[config.mk]
export PLATFORM = sky130hd
export DESIGN_NAME = prod_accum_flat
export DESIGN_NICKNAME = d
export VERILOG_FILES = /design/src/rtl/prod_accum_if.sv /design/src/rtl/prod_accum.sv /design/src/flat_wrapper.sv
export SDC_FILE = /design/constraint.sdc
export NUM_CORES = 1
export LEC_CHECK = 0
export ABC_AREA = 1
export CAP_MARGIN = 10
export CORE_MARGIN = 2
export CORE_UTILIZATION = 50
export CTS_BUF_LIST = sky130_fd_sc_hd__clkbuf_4
export CTS_CLUSTER_DIAMETER = 40
export DETAILED_ROUTE_END_ITERATION = 12
export PLACE_DENSITY = 0.78
export SKIP_LAST_GASP = 1
export SYNTH_ARGS = -nofsm -noshare
export SYNTH_HDL_FRONTEND = slang
export SYNTH_SLANG_ARGS = --single-unit
[constraint.sdc]
create_clock -name clk -period 1.7 [get_ports clk]
set_clock_uncertainty 0.05 [all_clocks]
set_input_delay 0.17 -clock clk [delete_from_list [all_inputs] [get_ports clk]]
set_output_delay 0.17 -clock clk [all_outputs]
set_load 0.1 [all_outputs]
[src/rtl/prod_accum_if.sv]
// Handshake bundle for the product accumulator: product input stream and group result output.
// Master drives products and result acceptance; slave is the accumulator.
interface prod_accum_if #(
  parameter int ACC_W = 12,
  parameter int CNT_W = 5
);
  logic [7:0]       prod;
  logic             in_valid;
  logic             in_last;
  logic             in_ready;
  logic [ACC_W-1:0] sum;
  logic [CNT_W-1:0] count;
  logic             ovf;
  logic             out_valid;
  logic             out_ready;

  modport master (
    output prod, in_valid, in_last, out_ready,
    input  in_ready, sum, count, ovf, out_valid
  );

  modport slave (
    input  prod, in_valid, in_last, out_ready,
    output in_ready, sum, count, ovf, out_valid
  );
endinterface

[src/rtl/prod_accum.sv]
// Sums groups of 8-bit multiplier products; a group closes on in_last or at MAX_TERMS terms.
// Latency: result registered 1 cycle after the closing beat is accepted.
// Backpressure: in_ready drops while a result is held; it returns after the out_valid/out_ready handshake.
module prod_accum #(
  parameter int ACC_W     = 12,
  parameter int MAX_TERMS = 16,
  parameter int CNT_W     = 5
) (
  input logic         clk,
  input logic         rst,
  prod_accum_if.slave io
);

  if (ACC_W < 8) begin : g_bad_acc_w
    $error("prod_accum: ACC_W must be >= 8");
  end
  if (MAX_TERMS < 1 || MAX_TERMS > (1 << CNT_W) - 1) begin : g_bad_terms
    $error("prod_accum: MAX_TERMS must be >= 1 and fit in CNT_W bits");
  end

  typedef enum logic {
    ACC  = 1'b0,
    DONE = 1'b1
  } state_t;

  typedef struct packed {
    logic [ACC_W-1:0] sum;
    logic [CNT_W-1:0] count;
    logic             ovf;
  } res_t;

  state_t           state;
  logic [ACC_W-1:0] acc;
  logic [CNT_W-1:0] cnt;
  logic             ovf_r;
  res_t             res;
  logic             out_valid_r;

  logic [ACC_W:0]   acc_nxt;
  logic [CNT_W-1:0] cnt_nxt;
  logic             accept;
  logic             close_grp;

  // Bit ACC_W of acc_nxt is the carry out of the accumulator for this beat.
  assign acc_nxt   = {1'b0, acc} + (ACC_W+1)'(io.prod);
  assign cnt_nxt   = cnt + CNT_W'(1);
  assign accept    = io.in_valid && (state == ACC);
  assign close_grp = io.in_last || (cnt_nxt == CNT_W'(MAX_TERMS));

  always_ff @(posedge clk or posedge rst) begin
    if (rst) begin
      state       <= ACC;
      acc         <= '0;
      cnt         <= '0;
      ovf_r       <= 1'b0;
      res         <= '0;
      out_valid_r <= 1'b0;
    end else begin
      case (state)
        ACC: begin
          if (accept) begin
            if (close_grp) begin
              res.sum     <= acc_nxt[ACC_W-1:0];
              res.count   <= cnt_nxt;
              res.ovf     <= ovf_r | acc_nxt[ACC_W];
              out_valid_r <= 1'b1;
              state       <= DONE;
              acc         <= '0;
              cnt         <= '0;
              ovf_r       <= 1'b0;
            end else begin
              acc   <= acc_nxt[ACC_W-1:0];
              cnt   <= cnt_nxt;
              ovf_r <= ovf_r | acc_nxt[ACC_W];
            end
          end
        end
        DONE: begin
          if (out_valid_r && io.out_ready) begin
            out_valid_r <= 1'b0;
            state       <= ACC;
          end
        end
      endcase
    end
  end

  assign io.in_ready  = (state == ACC);
  assign io.sum       = res.sum;
  assign io.count     = res.count;
  assign io.ovf       = res.ovf;
  assign io.out_valid = out_valid_r;

endmodule

[src/flat_wrapper.sv]
// flat-port wrapper written by rule: the top's interface ports become plain ports
module prod_accum_flat 
#(
  parameter int ACC_W     = 12,
  parameter int MAX_TERMS = 16,
  parameter int CNT_W     = 5
)
  (clk, rst, io_prod, io_in_valid, io_in_last, io_out_ready, io_in_ready, io_sum, io_count, io_ovf, io_out_valid);
  prod_accum_if #(.ACC_W(ACC_W), .CNT_W(CNT_W)) io_i ();
  input logic clk;
  input logic rst;
  input wire logic [$bits(io_i.prod)-1:0] io_prod;
  input wire logic [$bits(io_i.in_valid)-1:0] io_in_valid;
  input wire logic [$bits(io_i.in_last)-1:0] io_in_last;
  input wire logic [$bits(io_i.out_ready)-1:0] io_out_ready;
  output wire logic [$bits(io_i.in_ready)-1:0] io_in_ready;
  output wire logic [$bits(io_i.sum)-1:0] io_sum;
  output wire logic [$bits(io_i.count)-1:0] io_count;
  output wire logic [$bits(io_i.ovf)-1:0] io_ovf;
  output wire logic [$bits(io_i.out_valid)-1:0] io_out_valid;
  assign io_i.prod = io_prod;
  assign io_i.in_valid = io_in_valid;
  assign io_i.in_last = io_in_last;
  assign io_i.out_ready = io_out_ready;
  assign io_in_ready = io_i.in_ready;
  assign io_sum = io_i.sum;
  assign io_count = io_i.count;
  assign io_ovf = io_i.ovf;
  assign io_out_valid = io_i.out_valid;
  prod_accum #(.ACC_W(ACC_W), .MAX_TERMS(MAX_TERMS), .CNT_W(CNT_W)) u_core (.clk(clk), .rst(rst), .io(io_i));
endmodule
==> reports/results.tsv <==
stage	metric	value	unit
outcome	status	complete, but fails checks	
outcome	failing checks	setup timing	
cts	post-cts hold buffer count	0	
placement	hpwl dp	3.72	mm
synthesis	post-synthesis sequential area ratio	44.4	%
setup_path	worst r2r path cells	9	
timing	Slew headroom	68.3	%
cts	Clock Tree Root	clkbuf_4	
floorplan	core area	4060	sq um
cts	Max Root-Sink Buffers	2	
timing	worst slew pin tran	0.476	ns
cells_and_area	Design Area, Final	3260	sq um
drt	met2 WL	2.93	mm
setup_path	slowest CP cell	dfrtp_1	
setup_path	WP data required	1.91	ns
placement	placer congestion estimate	0.870	
cells_and_area	ant diodes	0	
grt	first-pass GRT wire length	8.60	mm
timing	setup ws final	-0.0435	ns
cts	Clk pin slew, worst setup/hold paths	0.13	ns
synthesis	yosys warns	0	
drt	First-pass DRT Iterations	5	
setup_path	start point of the critical path	u_core.acc[0]$_DFFE_PP0P_	
drt	vias per cell	5.33	
timing	final setup violation count	9	
drt	First DRT Iteration DRCs	143	
placement	Area after DPL	2830	sq um
timing	f_max	574	MHz
pwr	Leakage	1.64	nW
setup_path	reg2reg start	u_core.acc[0]$_DFFE_PP0P_	
timing	Final Hold Viols	0	
drt	Highest Signal Layer	met4	
floorplan	Rows	23	
setup_path	Critical Path Max Stage Delay	0.42	ns
cts	clock sink count	38	
drt	met1 WL	2.40	mm
synthesis	Syn Inst Count	282	
run	MaxCap Viol Count	0	
grt	gr usage total	22.1	%
floorplan	overall die height	69.4	microns
timing	Final min period	1.74	ns
cts	CTS Buf Count	5	
cells_and_area	Core Util, Final	80.5	%
synthesis	syn_area_per_cell	7.59	sq um
timing	RSZ-0062 raised after global routing	yes	
setup_path	critical path class	flip-flop to flip-flop	
floorplan	die area	4820	sq um
cts	CTS tree	built	
drt	routed len/inst	15.0	microns
setup_path	CP bufs+invs	0	
floorplan	Die X	69.4	microns
drt	Routed Antenna Nets	0	
timing	Slew Limit Fails	0	
synthesis	#FFs+latches synth	38	
cells_and_area	Layout area overhead	52.5	%
setup_path	worst-path fanout max	3	
pwr	PD cells	1880	nW/um^2
setup_path	CP top delay family	adder cells	
synthesis	syn nets	306	
setup_path	crit-path cells	ha_4, fa_2, nand3_2, nand3_4, nand2_2, nand2_2, nand2_1, nand2_2, o21ai_1	
synthesis	cell area after synthesis	2140	sq um
synthesis	Netlist cell types	22	
setup_path	startpoint types	flip-flop	
placement	Buffers on Ports	32	
grt	vias in the first global route	2001	
cts	CTS H-tree depth	2	
floorplan	Initial Util	52.8	%
pwr	worst vdd ir	0.00133	V
floorplan	I/O pin count	33	
timing	fin crit share	103	%
grt	initial antenna violation count	0	
grt	largest net degree at the start of global routing	39	
cells_and_area	Fillers	225	
drt	final wirelength	5.89	mm
setup_path	most used cell, CP	nand2_2	
setup_path	Worst Setup EP	u_core.acc[8]$_DFFE_PP0P_	
drt	DRC	0	
setup_path	Worst EP arrival	1.96	ns
setup_path	critical path depth	9	
cells_and_area	layout net count	365	
cts	later-pin clock latency in the skew report	0.35	ns
placement	Post-Place Setup Slack	-0.334	ns
setup_path	kind of end point of the critical path	flip-flop	
drt	met3 wire length	344	microns
drt	Vias	2090	
setup_path	FF-to-FF End	u_core.acc[8]$_DFFE_PP0P_	
min_path	hold crit path type	input pin to async pin	
cells_and_area	share of layout cells above drive strength 1	34.8	%
grt	total congestion overflow	0	
setup_path	internal reg-to-reg setup slack	-0.04	ns
kinds of logic (layout without fill, tap and decap cells):
kind of cell	Yosys count	after routing	synth area share, %
fa+ha+maj	11	11	6.78
simple gates	167	167	32.3
compound gates	24	24	7.19
buf+inv	38	98	7.71
xor+xnor	4	4	1.64
flops	38	38	44.4
per-stage QoR:
stage          power (mW)  hold WS [ns]  setup TNS (ns)  cells
2_1_floorplan        3.73         0.296        -0.00746    282
3_3_place_gp         4.99         0.417           -2.88    376
3_5_place_dp         5.07         0.426           -4.20    376
4_1_cts              5.62         0.193               0    387
6_report             6.13         0.172          -0.165    392
5_1_grt              6.45         0.224           -2.17    392
per-layer routing:
| layer | vias up | track usage (%) |
|---|---|---|
| met5 | - | 0 |
| met4 | 0 | 7.41 |
| met3 | 23 | 4.51 |
| met2 | 90 | 36.9 |
| met1 | 978 | 28.6 |
| li1 | 999 | - |
area by class of cell:
cell class,count,area (sq um),share of cell area (%)
Multi-Input combinational cell,206,1310,40.1
Sequential cell,38,951,29.1
Timing Repair Buffer,56,753,23.1
Inverter,34,134,4.10
Tap cell,50,62.6,1.92
Clock buffer,6,45.0,1.38
Clock inverter,2,8.76,0.268
registers in the layout (all words and copies together), names as in the netlist:
register and flops:
u_core.acc 12, u_core.io.sum 12, u_core.cnt 5, u_core.io.count 5
u_core.io.out_valid 1, u_core.io.ovf 1, u_core.ovf_r 1, u_core.state 1
timing repair:
action	4_1_cts	5_1_grt
gates cloned	0	1
gates resized for setup	8	65
pin swaps	2	20
setup buffers	3	4
setup endpoints to repair	11	33
cell usage after synthesis:
master / n / share of area [%]
buf_6: 3 / 1.6
nor2_2: 2 / 0.58
xor2_1: 4 / 1.6
nand4_1: 5 / 1.5
fa_1: 1 / 0.94
ha_1: 10 / 5.8
clkbuf_1: 1 / 0.18
nor3_1: 1 / 0.23
nor2_1: 9 / 1.6
inv_2: 2 / 0.35
nand3_1: 15 / 3.5
a21oi_2: 1 / 0.41
nand3b_1: 3 / 1.1
nand2_1: 128 / 22
nand2_2: 3 / 0.88
nand2_4: 1 / 0.53
o21ai_0: 10 / 2.3
inv_1: 32 / 5.6
a21oi_1: 3 / 0.70
o21ai_2: 8 / 3.3
o21ai_1: 2 / 0.47
dfrtp_1: 38 / 44
where the power goes:
part           internal, mW  total, mW  switching (mW)
logic                  1.57       4.08            2.50
registers              1.20       1.59           0.389
clock network         0.172      0.469           0.297
total                  2.94       6.13            3.19
placed cells by master, fill, tap and decap left out, drive strengths merged:
| master | netlist | final |
|---|---|---|
| fa | 1 | 1 |
| clkdlybuf4s50 | 0 | 12 |
| buf | 3 | 43 |
| clkinv | 0 | 2 |
| clkinvlp | 0 | 1 |
| nand3 | 15 | 15 |
| inv | 34 | 33 |
| a21oi | 4 | 4 |
| nor3 | 1 | 1 |
| nand2 | 132 | 132 |
| nand3b | 3 | 3 |
| nor2 | 11 | 11 |
| o21ai | 20 | 20 |
| clkbuf | 1 | 7 |
| xor2 | 4 | 4 |
| dfrtp | 38 | 38 |
| ha | 10 | 10 |
| nand4 | 5 | 5 |
how the worst min path moves through the flow:
stage | endpoint | slack (ns) | from | cells past startpoint
6_report | u_core.io.sum[7]$_DFFE_PP0P_ | 0.17 | rst | 3
5_1_grt | u_core.io.count[2]$_DFFE_PP0P_ | 0.22 | rst | 3
4_1_cts | u_core.io.sum[7]$_DFFE_PP0P_ | 0.19 | rst | 3
3_5_place_dp | u_core.acc[2]$_DFFE_PP0P_ | 0.43 | u_core.acc[2]$_DFFE_PP0P_ | 2
3_3_place_gp | u_core.acc[7]$_DFFE_PP0P_ | 0.42 | u_core.acc[7]$_DFFE_PP0P_ | 2
2_1_floorplan | u_core.state$_DFF_PP0_ | 0.30 | io_out_ready | 3
worst min-delay path, stage by stage:
cell             delay (ns)
clkdlybuf4s50_1        0.40
inv_1                  0.05
buf_4                  0.40
(Power assumes the default switching activity.)
